===== src/rtl/linked_list_fifo_v2.sv =====
// linked_list_fifo_v2
// Several logical FIFOs share one data RAM. Each queue owns a sentinel tail
// node, so a queue is empty when beg == end. Unused nodes sit on a singly
// linked free list whose head is r_free_head; the value DEPTH (MSB set) is
// the null link, so the free list is exhausted when the head's MSB is set.
// After reset, the free list is rebuilt in hardware, one link per cycle.
//
// Ports
//   i_clk, i_rst             clock, synchronous active-high reset
//   i_push/i_push_fifo/i_d   push request, target queue, data
//   o_push_ready             push accepted when i_push && o_push_ready
//   i_pop/i_pop_fifo         pop request, source queue
//   o_pop_ready              source queue non-empty and init complete
//   o_q/o_q_valid/o_q_fifo   popped word, one cycle after the pop
//   o_empty_vec, o_count     per-queue empty flags and occupancies
//   o_free_count, o_full     unallocated entries, free list exhausted
//   o_almost_full            o_free_count < AF_THRESH
//   o_init_done              free-list build complete
//   o_overflow/o_underflow   sticky rejected push/pop after init
module linked_list_fifo_v2 #(
  parameter int WIDTH      = 8,
  parameter int DEPTH      = 32,
  parameter int FIFOS      = 8,
  parameter int AF_THRESH  = 2,
  parameter int LOG2_FIFOS = $clog2(FIFOS),
  parameter int LOG2_DEPTH = $clog2(DEPTH)
) (
  input  logic                             i_clk,
  input  logic                             i_rst,
  input  logic                             i_push,
  input  logic [LOG2_FIFOS-1:0]            i_push_fifo,
  input  logic [WIDTH-1:0]                 i_d,
  output logic                             o_push_ready,
  input  logic                             i_pop,
  input  logic [LOG2_FIFOS-1:0]            i_pop_fifo,
  output logic                             o_pop_ready,
  output logic [WIDTH-1:0]                 o_q,
  output logic                             o_q_valid,
  output logic [LOG2_FIFOS-1:0]            o_q_fifo,
  output logic [FIFOS-1:0]                 o_empty_vec,
  output logic [FIFOS*(LOG2_DEPTH+1)-1:0]  o_count,
  output logic [LOG2_DEPTH:0]              o_free_count,
  output logic                             o_full,
  output logic                             o_almost_full,
  output logic                             o_init_done,
  output logic                             o_overflow,
  output logic                             o_underflow
);

  localparam int LD = LOG2_DEPTH;
  localparam int CW = LOG2_DEPTH + 1;

  typedef enum logic {ST_INIT, ST_RUN} state_t;

  state_t            r_state;
  logic [LD-1:0]     r_walk;
  logic [WIDTH-1:0]  r_ram  [DEPTH];
  logic [CW-1:0]     r_link [DEPTH];
  logic [LD-1:0]     r_beg  [FIFOS];
  logic [LD-1:0]     r_end  [FIFOS];
  logic [CW-1:0]     r_cnt  [FIFOS];
  logic [CW-1:0]     r_free_head;
  logic [CW-1:0]     r_free_count;
  logic              r_init_done;
  logic              r_overflow;
  logic              r_underflow;
  logic [WIDTH-1:0]  r_q;
  logic              r_q_valid;
  logic [LOG2_FIFOS-1:0] r_q_fifo;

  logic              w_full;
  logic [FIFOS-1:0]  w_empty;
  logic              w_pop_acc;
  logic              w_push_acc;
  logic              w_same_q;
  logic [LD-1:0]     w_pop_node;

  always_comb begin
    w_empty = '0;
    o_count = '0;
    for (int i = 0; i < FIFOS; i++) begin
      w_empty[i] = (r_cnt[i] == '0);
      o_count[i*CW +: CW] = r_cnt[i];
    end
  end

  assign w_full       = r_free_head[LD];
  assign o_pop_ready  = r_init_done && !w_empty[i_pop_fifo];
  assign w_pop_acc    = i_pop && o_pop_ready;
  // A same-cycle pop frees a node that the push can take over, so a push
  // is still accepted while the free list is exhausted.
  assign o_push_ready = r_init_done && (!w_full || w_pop_acc);
  assign w_push_acc   = i_push && o_push_ready;
  assign w_same_q     = (i_push_fifo == i_pop_fifo);
  assign w_pop_node   = r_beg[i_pop_fifo];

  // Data and link storage: no reset, the INIT walk rebuilds every link.
  always_ff @(posedge i_clk) begin
    if (r_state == ST_INIT) begin
      r_link[r_walk] <= {1'b0, r_walk} + 1'b1;
    end else begin
      if (w_push_acc) begin
        r_ram[r_end[i_push_fifo]]  <= i_d;
        r_link[r_end[i_push_fifo]] <= w_pop_acc ? {1'b0, w_pop_node} : r_free_head;
      end else if (w_pop_acc) begin
        r_link[w_pop_node] <= r_free_head;
      end
    end
  end

  always_ff @(posedge i_clk) begin
    if (i_rst) begin
      r_state      <= ST_INIT;
      r_walk       <= '0;
      r_init_done  <= 1'b0;
      r_free_head  <= CW'(FIFOS);
      r_free_count <= CW'(DEPTH - FIFOS);
      r_overflow   <= 1'b0;
      r_underflow  <= 1'b0;
      r_q          <= '0;
      r_q_valid    <= 1'b0;
      r_q_fifo     <= '0;
      for (int i = 0; i < FIFOS; i++) begin
        r_beg[i] <= LD'(i);
        r_end[i] <= LD'(i);
        r_cnt[i] <= '0;
      end
    end else begin
      case (r_state)
        ST_INIT: begin
          r_walk <= r_walk + 1'b1;
          if (r_walk == LD'(DEPTH - 1)) begin
            r_state     <= ST_RUN;
            r_init_done <= 1'b1;
          end
        end
        ST_RUN: begin
          if (i_push && !o_push_ready) r_overflow  <= 1'b1;
          if (i_pop  && !o_pop_ready)  r_underflow <= 1'b1;

          r_q_valid <= w_pop_acc;
          if (w_pop_acc) begin
            r_q      <= r_ram[w_pop_node];
            r_q_fifo <= i_pop_fifo;
            r_beg[i_pop_fifo] <= r_link[w_pop_node][LD-1:0];
          end

          if (w_push_acc)
            r_end[i_push_fifo] <= w_pop_acc ? w_pop_node : r_free_head[LD-1:0];

          if (w_push_acc && !w_pop_acc) begin
            r_free_head  <= r_link[r_free_head[LD-1:0]];
            r_free_count <= r_free_count - 1'b1;
          end else if (w_pop_acc && !w_push_acc) begin
            r_free_head  <= {1'b0, w_pop_node};
            r_free_count <= r_free_count + 1'b1;
          end

          if (w_push_acc && !(w_pop_acc && w_same_q))
            r_cnt[i_push_fifo] <= r_cnt[i_push_fifo] + 1'b1;
          if (w_pop_acc && !(w_push_acc && w_same_q))
            r_cnt[i_pop_fifo] <= r_cnt[i_pop_fifo] - 1'b1;
        end
        default: r_state <= ST_INIT;
      endcase
    end
  end

  assign o_q           = r_q;
  assign o_q_valid     = r_q_valid;
  assign o_q_fifo      = r_q_fifo;
  assign o_empty_vec   = w_empty;
  assign o_free_count  = r_free_count;
  assign o_full        = w_full;
  assign o_almost_full = (r_free_count < CW'(AF_THRESH));
  assign o_init_done   = r_init_done;
  assign o_overflow    = r_overflow;
  assign o_underflow   = r_underflow;

endmodule

===== config.mk =====
export PLATFORM = sky130hd
export DESIGN_NAME = linked_list_fifo_v2
export DESIGN_NICKNAME = d
export VERILOG_FILES = /design/src/rtl/linked_list_fifo_v2.sv
export SDC_FILE = /design/constraint.sdc
export NUM_CORES = 1
export LEC_CHECK = 0
export BUFFER_PORTS_ARGS = -buffer_cell sky130_fd_sc_hd__buf_2
export CAP_MARGIN = 20
export CORE_UTILIZATION = 35
export CTS_CLUSTER_DIAMETER = 150
export DETAILED_ROUTE_END_ITERATION = 10
export PLACE_DENSITY = 0.54
export SYNTH_ARGS = -nofsm -noshare
export SYNTH_HDL_FRONTEND = slang
export SYNTH_SLANG_ARGS = --single-unit

===== constraint.sdc =====
create_clock -name i_clk -period 5 [get_ports i_clk]
set_clock_uncertainty 0.05 [all_clocks]
set_input_delay 0 -clock i_clk [delete_from_list [all_inputs] [get_ports i_clk]]
set_output_delay 0 -clock i_clk [all_outputs]
set_load 0.01 [all_outputs]

==> results_tabular.tex, run 1 <==
\begin{tabular}{lr}
\hline
Metric & Value \\
\hline
\multicolumn{2}{l}{\textbf{Synthesis}} \\
\quad Xor and xnor fraction of the mapped netlist area & 0.594\% \\
\quad Post-synthesis net count & approximately 2,000 \\
\quad Synthesized instance count & about 2,000 \\
\quad Number of enable flip-flop cells after synthesis & approximately 580 \\
\quad Leading post-synthesis cells by cell area & sky130\_fd\_sc\_hd\_\_edfxtp\_1 (62\%), sky130\_fd\_sc\_hd\_\_mux2i\_1 (8.2\%), sky130\_fd\_sc\_hd\_\_mux4\_2 (5.9\%), sky130\_fd\_sc\_hd\_\_dfxtp\_1 (2.7\%), sky130\_fd\_sc\_hd\_\_nand2\_1 (2.4\%) \\
\quad Post-synthesis sequential area ratio & 64.5\% \\
\quad Most frequent cell after synthesis & sky130\_fd\_sc\_hd\_\_edfxtp\_1 \\
\quad Post-synthesis simple-gate area fraction & between 9 and 10\% \\
\quad Main combinational cell family by area after synthesis & multiplexers \\
\quad Library cell with the largest summed area after synthesis & sky130\_fd\_sc\_hd\_\_edfxtp\_1 \\
\quad Main flop type after synthesis & sky130\_fd\_sc\_hd\_\_edfxtp\_1 \\
\quad Number of warnings reported in the yosys synthesis log & 0 \\
\quad Compound-Gate Fraction of Synth Area & 7.42\% \\
\quad Ranking of synthesized cells by instance count & sky130\_fd\_sc\_hd\_\_edfxtp\_1 (576), sky130\_fd\_sc\_hd\_\_mux2i\_1 (229), sky130\_fd\_sc\_hd\_\_nand2\_1 (178), sky130\_fd\_sc\_hd\_\_nor2\_1 (170), sky130\_fd\_sc\_hd\_\_nand3\_1 (79) \\
\quad Fraction of synthesized area in multiplexers & about 15\% \\
\quad Fraction of the mapped netlist area in adder cells & 0.357\% \\
\quad FF+latch count, synth & $\sim$600 \\
\quad Post-synth top area share & 61.8\% \\
\quad Proportion of synthesized flip-flops having asynchronous set or reset & 0\% \\
\quad Syn Area/Cell & about 14 um2 \\
\quad Synthesized area & $\sim$28,000 um2 \\
\quad Distinct cell type count after synthesis & around 70 \\
\multicolumn{2}{l}{\textbf{Die}} \\
\quad I/O pin count & 99 \\
\quad Die Y-Extent & around 280 um \\
\quad Placement Rows & just over 100 \\
\quad Standard cell core area & between 70,000 and 80,000 um2 \\
\quad Die Width & approximately 280 um \\
\quad Die outline area & about 81,000 um2 \\
\quad Starting density of the core & around 35\% \\
\multicolumn{2}{l}{\textbf{Critical path}} \\
\quad Worst flop-to-flop path startpoint & r\_cnt[6][3]\$\_DFFE\_PP\_ \\
\quad Worst Reg-to-Reg Cells & 14 \\
\quad Delay-heaviest family, CP & simple AND/OR/NAND/NOR gates \\
\quad Standard cell with the maximum stage delay on the critical path & sky130\_fd\_sc\_hd\_\_or4\_1 \\
\quad Nature of the critical path endpoint & register \\
\quad Worst Path Required & 5.20 ns \\
\quad Capture instance of the worst register-to-register path & r\_link[27][2]\$\_DFFE\_PP\_ \\
\quad Critical-path cell list & or4\_1 -> or4b\_1 -> a21oi\_1 -> o21ai\_1 -> nand3\_1 -> a21oi\_1 -> and2\_1 -> inv\_1 -> ha\_1 -> and2\_1 -> nor2\_1 -> mux2\_2 -> nand4b\_1 -> nor2\_1 \\
\quad Slowest cell delay on critical path & between 0.6 and 0.7 ns \\
\quad Register-to-register setup slack & between 0.08 and 0.09 ns \\
\quad Arrival time at the worst endpoint & just over 5 ns \\
\quad Category of the critical setup timing path & reg -> reg \\
\quad Startpoint type of the worst setup path & register \\
\quad Largest driver fanout on the critical path & 11 \\
\quad Buffers plus inverters on the worst setup path & 1 \\
\multicolumn{2}{l}{\textbf{Cells and area}} \\
\quad Share of layout cells above drive strength 1 & 20.1\% \\
\quad Final instance count without filler cells & 3,224 \\
\quad Synth-to-layout area growth & 15.9\% \\
\quad Final core utilization & about two fifths \\
\quad Number of inserted diodes & 0 \\
\quad Final nets & 2,146 \\
\multicolumn{2}{l}{\textbf{Pwr}} \\
\quad Power Dens Cells & 366 nW/um2 \\
\quad Sequential share of power & between 40\% and 50\% \\
\quad Leakage power of the design & around 11 nW \\
\quad Switching component of the power & approximately 2.9 mW \\
\quad Peak ir drop on the vdd network & roughly 0.00027 V \\
\quad Logic pwr share & 9.1\% \\
\quad Clk network pwr share & between 40\% and 50\% \\
\quad Int Pwr & 8.96 mW \\
\quad Switching Fraction & around a quarter \\
\quad Total power & about 12 mW \\
\multicolumn{2}{l}{\textbf{Timing}} \\
\quad Portion of the clock cycle consumed by the worst path in the final layout & a little over nine tenths \\
\quad Slew Limit Headroom & between 30\% and 40\% \\
\quad Slew @ Worst Pin & around 0.94 ns \\
\quad Final count of negative-setup-slack endpoints & 0 \\
\quad Hold Slack & between 0.2 and 0.25 ns \\
\quad Setup repair after global routing missed its margin & true \\
\quad Count of endpoints failing hold in the final timing report & 0 \\
\quad Time the worst path needs with I/O delays and setup & 4.91 ns \\
\quad Total Neg Setup Slack & 0 ns \\
\quad F\_max & roughly 0.20 GHz \\
\quad Final-report max-slew violation count & 0 \\
\multicolumn{2}{l}{\textbf{Status}} \\
\quad Status & finished, final reports clean \\
\multicolumn{2}{l}{\textbf{Clocking}} \\
\quad Setup Buffers After CTS & 0 \\
\quad Number of buffers on the longest clock path & 3 \\
\quad TritonCTS clock tree & done \\
\quad Number of sinks on the clock net & between 600 and 700 \\
\quad Latest clock arrival within the worst-skew pair & $\sim$0.63 ns \\
\quad Total CTS buffers & approximately 70 \\
\quad Root Buffer Master & sky130\_fd\_sc\_hd\_\_clkbuf\_16 \\
\quad Clock edge transition at the registers on the reported setup and hold paths & about 0.060 ns \\
\quad CTS HTree Levels & 3 \\
\multicolumn{2}{l}{\textbf{Global route}} \\
\quad Antenna violations before repair & 1 \\
\quad Global route total overflow & 0 \\
\quad Tot GR Track Use & 19.8\% \\
\quad Vias in the first global route & around 18,000 \\
\quad Global-route wire length before repair & roughly 120,000 um \\
\quad Pin count of the biggest net entering global routing & around 50 \\
\multicolumn{2}{l}{\textbf{Detailed routing}} \\
\quad Detailed-route vias per instance & $\sim$5.7 \\
\quad Detailed router's first-iteration violation count & $\sim$1,900 \\
\quad First-pass iteration count of the detailed router & 6 \\
\quad Number of DRC violations after detailed routing & 0 \\
\quad Final ANT Viol Nets & 0 \\
\quad DRT Wirelength & roughly 80,000 um \\
\quad Average wire length per cell after detail routing & 25.3 um \\
\quad Number of vias in the routed layout & 18,359 \\
\multicolumn{2}{l}{\textbf{Worst hold path}} \\
\quad WHS Path Cells & 3 \\
\quad Start point of the worst hold path & i\_push\_fifo[0] \\
\quad WHS Endpoint & r\_end[1][0]\$\_SDFFCE\_PN1P\_ \\
\quad Worst Hold Class & in -> reg \\
\multicolumn{2}{l}{\textbf{Placed design}} \\
\quad Gp weighted congestion & 0.909 \\
\quad DP HPWL & 54,800 um \\
\quad Cell total after placement & around 3,000 \\
\quad Number of port buffers & 98 \\
\multicolumn{2}{l}{\textbf{Run}} \\
\quad Number of max-cap violations & 0 \\
\hline
\end{tabular}
sequential cells by signal, summed over array words and instances, names as in the netlist, 6 cells and up, named ones only:
name          count
o_free_count      6
r_cnt            48
r_end            40
r_link          192
o_q               8
r_free_head       6
r_ram           256
r_beg            40
how the worst max path moves through the flow:
stage	startpoint	to	slack, ns	cells after the start
floorplan	r_cnt[2][3]$_DFFE_PP_	r_link[0][5]$_DFFE_PP_	0.39	14
global placement	r_cnt[6][3]$_DFFE_PP_	r_link[21][2]$_DFFE_PP_	0.19	14
detailed placement	r_cnt[6][3]$_DFFE_PP_	r_link[21][2]$_DFFE_PP_	0.004	14
CTS	r_cnt[6][3]$_DFFE_PP_	r_link[21][3]$_DFFE_PP_	0.0009	14
global route	r_cnt[6][3]$_DFFE_PP_	r_link[17][5]$_DFFE_PP_	-0.16	15
finish	r_cnt[6][3]$_DFFE_PP_	r_link[27][2]$_DFFE_PP_	0.09	14
power by group through the flow:
stage	registers, mW	logic, mW	clock network [mW]
2_1_floorplan	5.81	0.662	0
3_3_place_gp	5.82	1.05	0
3_5_place_dp	5.82	1.06	0
4_1_cts	5.71	1.07	5.17
5_1_grt	5.71	1.14	5.35
6_report	5.71	1.08	5.10
area by class of cell:
type	count	area, um2
fill	7342	46700
clock buffer	80	1790
inverter	18	67.6
sequential	614	18100
timing repair buffer	204	1410
clock inverter	45	502
multi-input combinational	1213	9330
tap	1050	1310
metal layers:
layer	wire length, um	global-route usage (%)
met2	38600	32.4
met3	5340	3.48
met5	13	0
met4	2760	6.54
met1	34800	26.7
through the flow:
step / area, um2 / worst slack [ns]
detailed placement: 29900 / 0.00427
CTS: 32400 / 0.000928
global placement: 29900 / 0.187
finish: 32500 / 0.0875
global route: 32500 / -0.159
floorplan: 28000 / 0.393
layout by cell type, fill, tap and decap left out, drive strengths merged, types with 9 or more instances in the layout:
cell type and n:
a31oi 29, inv 20, edfxtp 576, o22ai 78
a21oi 29, xor2 9, dlygate4sd3 17, a221oi 28
a211oi 11, o2111ai 17, nor2b 10, mux2 31
nand2 178, clkinv 34, or3 9, dfxtp 38
clkbuf 80, nor2 171, o21ai 30, buf 187
xnor2 10, a22oi 18, nand3 79, and3 14
nand2b 11, mux4 73, nor3 30, a221o 11
or4 13, mux2i 231, nand3b 9
cell families (layout without fill, tap and decap cells):
kind of cell | count (synthesis) | in the layout
mux | 335 | 335
flops | 614 | 614
buf+inv | 152 | 347
simple gates | 557 | 557
compound gates | 294 | 294
xor+xnor | 19 | 19
fa+ha+maj | 8 | 8
worst register-to-register path: cells and delay by family (launching register included):
kind / cells / cell delay, ns
buffers and inverters: 1 / 0.08
multiplexers: 1 / 0.34
AND/OR/NAND/NOR: 8 / 2.93
flip-flops: 1 / 0.43
AO/OA/AOI/OAI: 3 / 0.38
adder cells (fa/ha/maj): 1 / 0.33
timing repair:
action | CTS | global route
endpoints found under the hold margin | 285 | 0
hold buffers | 17 | 0
endpoints found under the setup margin | 0 | 138
gates resized for setup | 0 | 17
Note: power is estimated with default switching activity, not from simulation.
==> inputs of run 2 (changes only) <==
CTS_BUF_LIST = sky130_fd_sc_hd__clkbuf_4 sky130_fd_sc_hd__clkbuf_8   (was default)
==> results_tabular.tex, run 2 (synthesis results as in run 1) <==
\begin{tabular}{lr}
\hline
Metric & Value \\
\hline
\multicolumn{2}{l}{\textbf{Critical path}} \\
\quad Largest driver fanout on the critical path & 11 (unchanged) \\
\quad Category of the critical setup timing path & reg -> reg (unchanged) \\
\quad Critical path startpoint & r\_cnt[6][3]\$\_DFFE\_PP\_ (unchanged) \\
\quad Nature of the critical path endpoint & register (unchanged) \\
\quad Arrival time at the worst endpoint & 5.01 ns (was 5.11 ns) \\
\quad Worst Reg-to-Reg Cells & 14 (unchanged) \\
\quad Worst Path Required & 5.27 ns (was 5.20 ns) \\
\quad Worst flop-to-flop path startpoint & r\_cnt[6][3]\$\_DFFE\_PP\_ (unchanged) \\
\quad Startpoint type of the worst setup path & register (unchanged) \\
\multicolumn{2}{l}{\textbf{Timing}} \\
\quad Final-report max-slew violation count & 0 (unchanged) \\
\quad Setup repair after global routing missed its margin & false (was true) \\
\quad F\_max & 0.211 GHz (was 0.204 GHz) \\
\quad Hold Slack & 0.102 ns (was 0.220 ns) \\
\quad Post-route setup slack & 0.264 ns (was 0.0875 ns) \\
\quad Final count of negative-setup-slack endpoints & 0 (unchanged) \\
\quad Slew Limit Headroom & 36.7\% (was 36.8\%) \\
\quad Count of endpoints failing hold in the final timing report & 0 (unchanged) \\
\quad Slew @ Worst Pin & 0.947 ns (was 0.945 ns) \\
\quad Time the worst path needs with I/O delays and setup & 4.74 ns (was 4.91 ns) \\
\quad Portion of the clock cycle consumed by the worst path in the final layout & 94.7\% (was 98.3\%) \\
\multicolumn{2}{l}{\textbf{Placed design}} \\
\quad Number of port buffers & 98 (unchanged) \\
\quad DP HPWL & 54,800 um (unchanged) \\
\quad Worst-case setup slack after placement & 0.00427 ns (unchanged) \\
\quad Cell total after placement & 3,081 (unchanged) \\
\quad Gp weighted congestion & 0.909 (unchanged) \\
\quad Post-place instance area & 29,900 um2 (unchanged) \\
\multicolumn{2}{l}{\textbf{Detailed routing}} \\
\quad First-pass iteration count of the detailed router & 5 (was 6) \\
\quad Detailed-route vias per instance & 5.63 (was 5.69) \\
\quad Detailed router's first-iteration violation count & 1,879 (was 1,863) \\
\quad Number of vias in the routed layout & 18,557 (was 18,359) \\
\quad Final ANT Viol Nets & 0 (unchanged) \\
\quad Average wire length per cell after detail routing & 24.9 um (was 25.3 um) \\
\quad Number of DRC violations after detailed routing & 0 (unchanged) \\
\quad DRT Wirelength & 82,100 um (was 81,600 um) \\
\multicolumn{2}{l}{\textbf{Global route}} \\
\quad Global-route wire length before repair & 122,000 um (was 120,000 um) \\
\quad Tot GR Track Use & 20.0\% (was 19.8\%) \\
\quad Global route total overflow & 0 (unchanged) \\
\quad Pin count of the biggest net entering global routing & 49 (unchanged) \\
\quad Vias in the first global route & 18,536 (was 18,070) \\
\quad Antenna violations before repair & 1 (unchanged) \\
\multicolumn{2}{l}{\textbf{Clocking}} \\
\quad TritonCTS clock tree & done (unchanged) \\
\quad Number of buffers on the longest clock path & 3 (unchanged) \\
\quad Number of sinks on the clock net & 614 (unchanged) \\
\quad CTS HTree Levels & 3 (unchanged) \\
\quad Clock edge transition at the registers on the reported setup and hold paths & 0.06 ns (about the same) \\
\quad Total CTS buffers & 105 (was 69) \\
\quad Setup Buffers After CTS & 0 (unchanged) \\
\quad Root Buffer Master & sky130\_fd\_sc\_hd\_\_clkbuf\_8 (was sky130\_fd\_sc\_hd\_\_clkbuf\_16) \\
\quad Latest clock arrival within the worst-skew pair & 0.74 ns (was 0.63 ns) \\
\multicolumn{2}{l}{\textbf{Cells and area}} \\
\quad Most frequent cells in the layout & sky130\_fd\_sc\_hd\_\_edfxtp\_1 (576), sky130\_fd\_sc\_hd\_\_mux2i\_1 (229), sky130\_fd\_sc\_hd\_\_nand2\_1 (178), sky130\_fd\_sc\_hd\_\_nor2\_1 (150), sky130\_fd\_sc\_hd\_\_clkbuf\_8 (113) (was sky130\_fd\_sc\_hd\_\_edfxtp\_1 (576), sky130\_fd\_sc\_hd\_\_mux2i\_1 (229), sky130\_fd\_sc\_hd\_\_nand2\_1 (178), sky130\_fd\_sc\_hd\_\_nor2\_1 (157), sky130\_fd\_sc\_hd\_\_buf\_2 (98)) \\
\quad Final core utilization & 41.0\% (about the same) \\
\quad Final nets & 2,182 (was 2,146) \\
\quad Final instance count without filler cells & 3,294 (was 3,224) \\
\quad Flip-flop count of the largest register, all copies and words added & 256 (unchanged) \\
\quad Final Cell Area & 32,400 um2 (was 32,500 um2) \\
\quad Commonest non-fill, non-tap cell in the layout & sky130\_fd\_sc\_hd\_\_edfxtp\_1 (unchanged) \\
\quad Share of layout cells above drive strength 1 & 23.0\% (was 20.1\%) \\
\quad Synth-to-layout area growth & 15.7\% (was 15.9\%) \\
\multicolumn{2}{l}{\textbf{Pwr}} \\
\quad Switching component of the power & 2.89 mW (was 2.93 mW) \\
\quad Switching Fraction & 25.0\% (was 24.7\%) \\
\quad Power Dens Cells & 357 nW/um2 (was 366 nW/um2) \\
\quad Logic pwr share & 9.3\% (was 9.1\%) \\
\quad Sequential share of power & 49.4\% (was 48.0\%) \\
\quad Peak ir drop on the vdd network & 0.000189 V (was 0.000272 V) \\
\quad Int Pwr & 8.66 mW (was 8.96 mW) \\
\quad Clk network pwr share & 41.3\% (was 42.9\%) \\
\quad Leakage power of the design & 11.2 nW (about the same) \\
\multicolumn{2}{l}{\textbf{Die}} \\
\quad Placement Rows & 103 (unchanged) \\
\quad Die Width & 285 um (unchanged) \\
\quad Starting density of the core & 35.4\% (unchanged) \\
\quad Standard cell core area & 79,100 um2 (unchanged) \\
\quad Die outline area & 81,200 um2 (unchanged) \\
\quad I/O pin count & 99 (unchanged) \\
\quad Die Y-Extent & 285 um (unchanged) \\
\multicolumn{2}{l}{\textbf{Run}} \\
\quad Number of max-cap violations & 0 (unchanged) \\
\multicolumn{2}{l}{\textbf{Worst hold path}} \\
\quad Worst Hold Class & in -> reg (unchanged) \\
\quad WHS Path Cells & 3 (unchanged) \\
\quad Start point of the worst hold path & i\_push\_fifo[0] (unchanged) \\
\multicolumn{2}{l}{\textbf{Status}} \\
\quad Status & finished, final reports clean (unchanged) \\
\hline
\end{tabular}
[run 2: metal layers]
layer | global-route usage, % | up-vias | wire length, um
li1 | - | 8158 | -
met1 | 26.9 | 9408 | 35000
met2 | 32.5 | 817 | 38900
met3 | 3.63 | 174 | 5690
met4 | 6.93 | 0 | 2510
met5 | 0 | - | 0
[run 2: through the flow]
step           total power, mW  setup TNS (ns)
2_1_floorplan             6.47               0
3_3_place_gp              6.87               0
3_5_place_dp              6.88               0
4_1_cts                   11.7        -0.00711
5_1_grt                   11.9               0
6_report                  11.6               0
[run 2: final timing paths]
path                               endpoint  slack (ns)
hold / removal    r_end[1][0]$_SDFFCE_PN1P_        0.10
setup reg to reg    r_link[21][3]$_DFFE_PP_        0.26
setup / recovery    r_link[21][3]$_DFFE_PP_        0.26
hold reg to reg      o_q_valid$_SDFFE_PP0P_        0.40
[run 2: worst max-delay path, cell delays in order (launching register included)]
cell and delay (ns):
sky130_fd_sc_hd__edfxtp_1 0.43, sky130_fd_sc_hd__or4_1 0.63, sky130_fd_sc_hd__or4b_1 0.53, sky130_fd_sc_hd__a21oi_1 0.15, sky130_fd_sc_hd__o21ai_1 0.12, sky130_fd_sc_hd__nand3_1 0.15
sky130_fd_sc_hd__a21oi_1 0.11, sky130_fd_sc_hd__and2_1 0.26, sky130_fd_sc_hd__inv_1 0.09, sky130_fd_sc_hd__ha_1 0.32, sky130_fd_sc_hd__and2_2 0.32, sky130_fd_sc_hd__nor2_1 0.07
sky130_fd_sc_hd__mux2i_1 0.20, sky130_fd_sc_hd__o221ai_1 0.35, sky130_fd_sc_hd__nor3_2 0.53
[run 2: area by class of cell]
cell class | count | area, um2
Timing Repair Buffer | 204 | 1410
Inverter | 18 | 67.6
Clock buffer | 148 | 1820
Fill cell | 7376 | 46700
Tap cell | 1050 | 1310
Sequential cell | 614 | 18100
Multi-Input combinational cell | 1213 | 9340
Antenna cell | 1 | 2.50
Clock inverter | 46 | 393
[run 2: timing repair]
action	in CTS	in global routing
endpoints found under the setup margin	6	150
endpoints found under the hold margin	295	0
hold buffers	17	0
gates resized for setup	1	24
[run 2: power by group through the flow]
stage                     Sequential, mW  Combinational (mW)  Clock [mW]
after floorplan                     5.81               0.662           0
after global placement              5.82                1.05           0
after detailed placement            5.82                1.06           0
after CTS                           5.71                1.07        4.88
after global routing                5.71                1.14        5.08
final                               5.71                1.08        4.77
